--- config.mk ---
export PLATFORM = sky130hd
export DESIGN_NAME = alu_mc
export DESIGN_NICKNAME = d
export VERILOG_FILES = /design/src/rtl/alu_mc.sv
export SDC_FILE = /design/constraint.sdc
export NUM_CORES = 1
export LEC_CHECK = 0
export CORE_ASPECT_RATIO = 1.1
export CORE_UTILIZATION = 30
export CTS_BUF_LIST = sky130_fd_sc_hd__clkbuf_8
export DETAILED_ROUTE_END_ITERATION = 16
export DONT_BUFFER_PORTS = 1
export PLACE_DENSITY = 0.42
export SLEW_MARGIN = 5
export SYNTH_ARGS = -nofsm -noshare
export SYNTH_HDL_FRONTEND = slang
export SYNTH_SLANG_ARGS = --single-unit
--- constraint.sdc ---
create_clock -name clk_i -period 4.3 [get_ports clk_i]
set_clock_uncertainty 0.1 [all_clocks]
set_input_delay 0.215 -clock clk_i [delete_from_list [all_inputs] [get_ports clk_i]]
set_output_delay 0.215 -clock clk_i [all_outputs]
set_load 0.02 [all_outputs]
--- src/rtl/alu_mc.sv ---
// Multi-cycle execute-stage ALU: single-cycle add/sub/logic/mov plus an iterative
// shift-add multiply, all results registered behind a start/busy/done handshake.
module alu_mc #(
    parameter int unsigned Width = 32,
    parameter bit          MulEn = 1'b1
) (
    input  logic             clk_i,
    input  logic             rst_ni,
    input  logic             start_i,
    input  logic [2:0]       alu_control_i,
    input  logic [Width-1:0] a_i,
    input  logic [Width-1:0] b_i,
    output logic [Width-1:0] result_o,
    output logic [3:0]       flags_o,
    output logic             busy_o,
    output logic             done_o
);

    localparam int unsigned Msb  = Width - 1;
    localparam int unsigned CntW = $clog2(Width);
    localparam logic [CntW-1:0] CntLast = CntW'(Width - 1);

    localparam logic [2:0] OpAdd = 3'b000;
    localparam logic [2:0] OpSub = 3'b001;
    localparam logic [2:0] OpAnd = 3'b010;
    localparam logic [2:0] OpOrr = 3'b011;
    localparam logic [2:0] OpEor = 3'b100;
    localparam logic [2:0] OpMul = 3'b101;
    localparam logic [2:0] OpMov = 3'b110;

    typedef enum logic [0:0] {StIdle, StMul} state_e;

    state_e            state_q, state_d;
    logic [Width-1:0]  result_q, result_d;
    logic [3:0]        flags_q, flags_d;
    logic              done_q, done_d;
    logic [Width-1:0]  acc_q, acc_d;
    logic [Width-1:0]  mcand_q, mcand_d;
    logic [Width-1:0]  mplier_q, mplier_d;
    logic [CntW-1:0]   cnt_q, cnt_d;

    logic [Width:0]    sum;
    logic [Width-1:0]  alu_res;
    logic              alu_c;
    logic              alu_v;
    logic [3:0]        alu_flags;
    logic [Width-1:0]  acc_sum;
    logic              is_mul;

    assign is_mul = MulEn && (alu_control_i == OpMul);

    // Single-cycle datapath; MUL without MulEn and 111 fall to the reserved default.
    always_comb begin
        sum     = '0;
        alu_res = '0;
        alu_c   = 1'b0;
        alu_v   = 1'b0;
        case (alu_control_i)
            OpAdd: begin
                sum     = {1'b0, a_i} + {1'b0, b_i};
                alu_res = sum[Width-1:0];
                alu_c   = sum[Width];
                alu_v   = (a_i[Msb] == b_i[Msb]) && (sum[Msb] != a_i[Msb]);
            end
            OpSub: begin
                sum     = {1'b0, a_i} + {1'b0, ~b_i} + {{Width{1'b0}}, 1'b1};
                alu_res = sum[Width-1:0];
                alu_c   = sum[Width];
                alu_v   = (a_i[Msb] != b_i[Msb]) && (sum[Msb] != a_i[Msb]);
            end
            OpAnd:   alu_res = a_i & b_i;
            OpOrr:   alu_res = a_i | b_i;
            OpEor:   alu_res = a_i ^ b_i;
            OpMov:   alu_res = b_i;
            default: alu_res = '0;
        endcase
        alu_flags = {alu_res[Msb], alu_res == '0, alu_c, alu_v};
    end

    assign acc_sum = acc_q + (mplier_q[0] ? mcand_q : '0);

    always_comb begin
        state_d  = state_q;
        result_d = result_q;
        flags_d  = flags_q;
        done_d   = 1'b0;
        acc_d    = acc_q;
        mcand_d  = mcand_q;
        mplier_d = mplier_q;
        cnt_d    = cnt_q;
        case (state_q)
            StIdle: begin
                if (start_i) begin
                    if (is_mul) begin
                        state_d  = StMul;
                        acc_d    = '0;
                        mcand_d  = a_i;
                        mplier_d = b_i;
                        cnt_d    = '0;
                    end else begin
                        result_d = alu_res;
                        flags_d  = alu_flags;
                        done_d   = 1'b1;
                    end
                end
            end
            StMul: begin
                acc_d    = acc_sum;
                mcand_d  = mcand_q << 1;
                mplier_d = mplier_q >> 1;
                cnt_d    = cnt_q + CntW'(1);
                // The last iteration's sum goes straight to Result, no extra cycle.
                if (cnt_q == CntLast) begin
                    state_d  = StIdle;
                    result_d = acc_sum;
                    flags_d  = {acc_sum[Msb], acc_sum == '0, 2'b00};
                    done_d   = 1'b1;
                end
            end
            default: state_d = StIdle;
        endcase
    end

    always_ff @(posedge clk_i or negedge rst_ni) begin
        if (!rst_ni) begin
            state_q  <= StIdle;
            result_q <= '0;
            flags_q  <= '0;
            done_q   <= 1'b0;
            acc_q    <= '0;
            mcand_q  <= '0;
            mplier_q <= '0;
            cnt_q    <= '0;
        end else begin
            state_q  <= state_d;
            result_q <= result_d;
            flags_q  <= flags_d;
            done_q   <= done_d;
            acc_q    <= acc_d;
            mcand_q  <= mcand_d;
            mplier_q <= mplier_d;
            cnt_q    <= cnt_d;
        end
    end

    assign result_o = result_q;
    assign flags_o  = flags_q;
    assign busy_o   = (state_q == StMul);
    assign done_o   = done_q;

endmodule
==> summary.md <==
| Metric | Value |
|---|---|
| Gr ovfl total | `0` |
| Most frequent CP cell | `nand4b_1` |
| Clock transition at path regs | `~90 ps` |
| Max cap viols | `0` |
| Crit path time final | `4250 ps` |
| Crit end category | `register` |
| Count leader, synth | `nand2_1` |
| Post-DP Area | `14500 sq um` |
| Global-route wire length before repair | `about 80000 microns` |
| Final WL | `51900 microns` |
| Leak | `7.27 nW` |
| Layout cells sized above 1 | `0.0898` |
| Post-Syn Area | `between 10000 and 15000 sq um` |
| CP arrival | `about 4600 ps` |
| CP bufs+invs | `1` |
| Min setup slack post-route | `between 40 and 50 ps` |
| Startpoint Class | `register` |
| Initial antenna violation count | `1` |
| Pre-Repair DR Iteration Count | `5` |
| Vert. Die Dim | `~220 microns` |
| Most area-consuming cells after synthesis | `dfrtp_1, ha_1, nand2_1` |
| Syn-to-layout area delta | `16.7%` |
| Worst path max stage delay | `540 ps` |
| Setup Fix Bufs, Post-CTS | `0` |
| Fin cells | `between 2000 and 2500` |
| Register area | `~3500 sq um` |
| Final #Nets | `between 2000 and 2500` |
| IO Count | `~110` |
| Starting Density | `0.306` |
| Root Driver | `clkbuf_8` |
| Syn Nets | `1936` |
| CP Data Required Time | `4670 ps` |
| Overall global routing resource usage | `0.230` |
| IO Port Bufs | `0` |
| Cell variety after synth | `between 80 and 90` |
| Post-synth ARST share | `1.00` |
| Die area | `~45000 sq um` |
| Final setup viols | `0` |
| # diodes | `0` |
| CP max stage cell | `or4b_1` |
| Final Cell Area | `roughly 16000 sq um` |
| EDFF count, synth | `0` |
| Maximum vdd drop | `roughly 0.22 mV` |
| Placed wire-length estimate | `between 30000 and 40000 microns` |
| CP max FO | `4` |
| Post-Syn Instances | `between 1500 and 2000` |
| DP Worst Slack | `-70.1 ps` |
| Clock sinks | `~140` |
| Placed cells | `2289` |
| Rel. slew slack | `0.337` |
| Wire per inst | `21.7 microns` |
| Worst-Skew Late Latency | `530 ps` |
| Longest Clk Path Bufs | `2` |
| Core Rows | `80` |
| Crit-path cells | `and2_1, ha_2, fa_2, a21o_1, a22o_4, o41ai_4, xnor2_1, or4b_1, or4_4, nor4bb_4, buf_4, nand4b_1, nor4_2, nand4b_1, o31ai_2, a31o_1` |
| Most frequent cells after synthesis | `nand2_1, dfrtp_1, ha_1` |
| Post-route ant nets | `0` |
| Worst Tran Pin Value | `991 ps` |
| Num CTS Buffers | `17` |
| Max Slew Vio Count | `0` |
| Final period util | `0.989` |
| Vias in the first global route | `between 10000 and 15000` |
| Fin Hold WS | `around 36 ps` |
| Vias | `13274` |
| Number of fill cells | `around 4600` |
| Share of the synthesized area in the top cell type | `0.258` |
| Cell taking the most area after synthesis | `dfrtp_1` |
| Mean post-synth cell area | `about 7.8 sq um` |
| Status | `completed` |
| Initial DRC Count | `841` |
| Setup TNS | `0 ps` |
| Yosys reg bits | `138` |
| Ys Warns | `0` |
| Hold Vio Cnt, Final | `0` |
| Footprint of the multi-input gates | `slightly above 9000 sq um` |
| RSZ-0062 raised after global routing | `yes` |
| GP Congestion | `0.902` |
| Drt drc | `0` |
| Worst Setup Path Type | `register to register` |
| DIE WIDTH | `around 200 microns` |
| Core ar. | `43700 sq um` |
| H-tree depth | `4` |
| CTS tree | `built` |
| Achievable Freq | `roughly 240 MHz` |
| Worst hold-check path type | `input port to register` |
| R2r setup slk | `50 ps` |
| PwrDens | `slightly above 400 nW/um^2` |
| Via/cell ratio | `approximately 5.6` |
| Post-synth top flop | `dfrtp_1` |
| Register area share after synthesis | `0.258` |
| Largest net degree at the start of global routing | `about 140` |
| Crit-path leading delay family | `simple AND/OR/NAND/NOR gates` |
## power by group
group          leakage, nW  internal, mW  switching (mW)  total, mW
clock                0.183         0.498           0.653       1.15
combinational         5.31          1.19            1.76       2.95
sequential            1.78          1.76           0.550       2.31
total                 7.27          3.46            2.96       6.42
## tightest hold or removal path, delay by kind of cell
| family | cells | cell delay [ps] |
|---|---|---|
| AO/OA/AOI/OAI | 3 | 340 |
| buffers and inverters | 1 | 60 |
## cells in the final DEF (no fill, tap or decap), types with 44 or more instances in the layout
cell type / netlist / final
a21oi_1: 134 / 134
a22oi_1: 68 / 68
buf_4: 1 / 88
dfrtp_1: 138 / 137
dlygate4sd3_1: 0 / 68
ha_1: 138 / 137
inv_1: 109 / 109
mux2i_1: 44 / 44
nand2_1: 264 / 264
nor2_1: 119 / 117
o21ai_0: 84 / 84
## layout make-up
cell class | count | share of cell area
Multi-Input combinational cell | 1373 | 0.588
Clock inverter | 13 | 0.00825
Tap cell | 574 | 0.0460
Timing Repair Buffer | 161 | 0.0924
Clock buffer | 19 | 0.0167
Sequential cell | 138 | 0.221
Inverter | 112 | 0.0269
## cell families (layout without fill, tap and decap cells)
logic type / after synthesis / after routing / synth area share
buffers and inverters: 214 / 305 / 0.0620
AO/OA/AOI/OAI: 556 / 556 / 0.282
adder cells (fa/ha/maj): 141 / 141 / 0.133
XOR/XNOR: 38 / 38 / 0.0249
flip-flops: 138 / 138 / 0.258
multiplexers: 46 / 46 / 0.0346
AND/OR/NAND/NOR: 592 / 592 / 0.205
## timing repair
action	in CTS	in global routing
hold buffers	69	0
endpoints found under the hold margin	207	0
resized for setup	4	10
setup endpoints to repair	1	4
pin swaps	1	4
## sequential cells by signal, indices dropped and copies added, names as in the netlist
register  count
acc_q        32
mplier_q     32
flags_o       3
done_o        1
busy_o        1
mcand_q      32
cnt_q         5
result_o     32
## worst paths after layout
path	end	from	cells after the start
max in group asynchronous	busy_o	rst_ni	2
setup reg to reg	flags_o[2]	mplier_q[0]	16
hold reg to reg	mplier_q[28]	mplier_q[28]	2
hold / removal	result_o[0]	b_i[0]	4
setup / recovery	flags_o[2]	mplier_q[0]	16
min in group asynchronous	mplier_q[9]	rst_ni	2
## stage by stage
stage,utilization,power (mW)
6_report,0.357,6.42
3_3_place_gp,0.330,5.14
3_5_place_dp,0.330,5.18
2_1_floorplan,-,4.22
5_1_grt,0.357,6.90
4_1_cts,0.356,6.46
## layer usage
layer,track usage,share of wire,vias up
met3,0.0441,0.057,62
met2,0.372,0.46,397
li1,-,-,6397
met4,0.0820,0.025,0
met1,0.303,0.46,6418
met5,0,0,-
No activity file was read; power rests on OpenSTA's default activity.
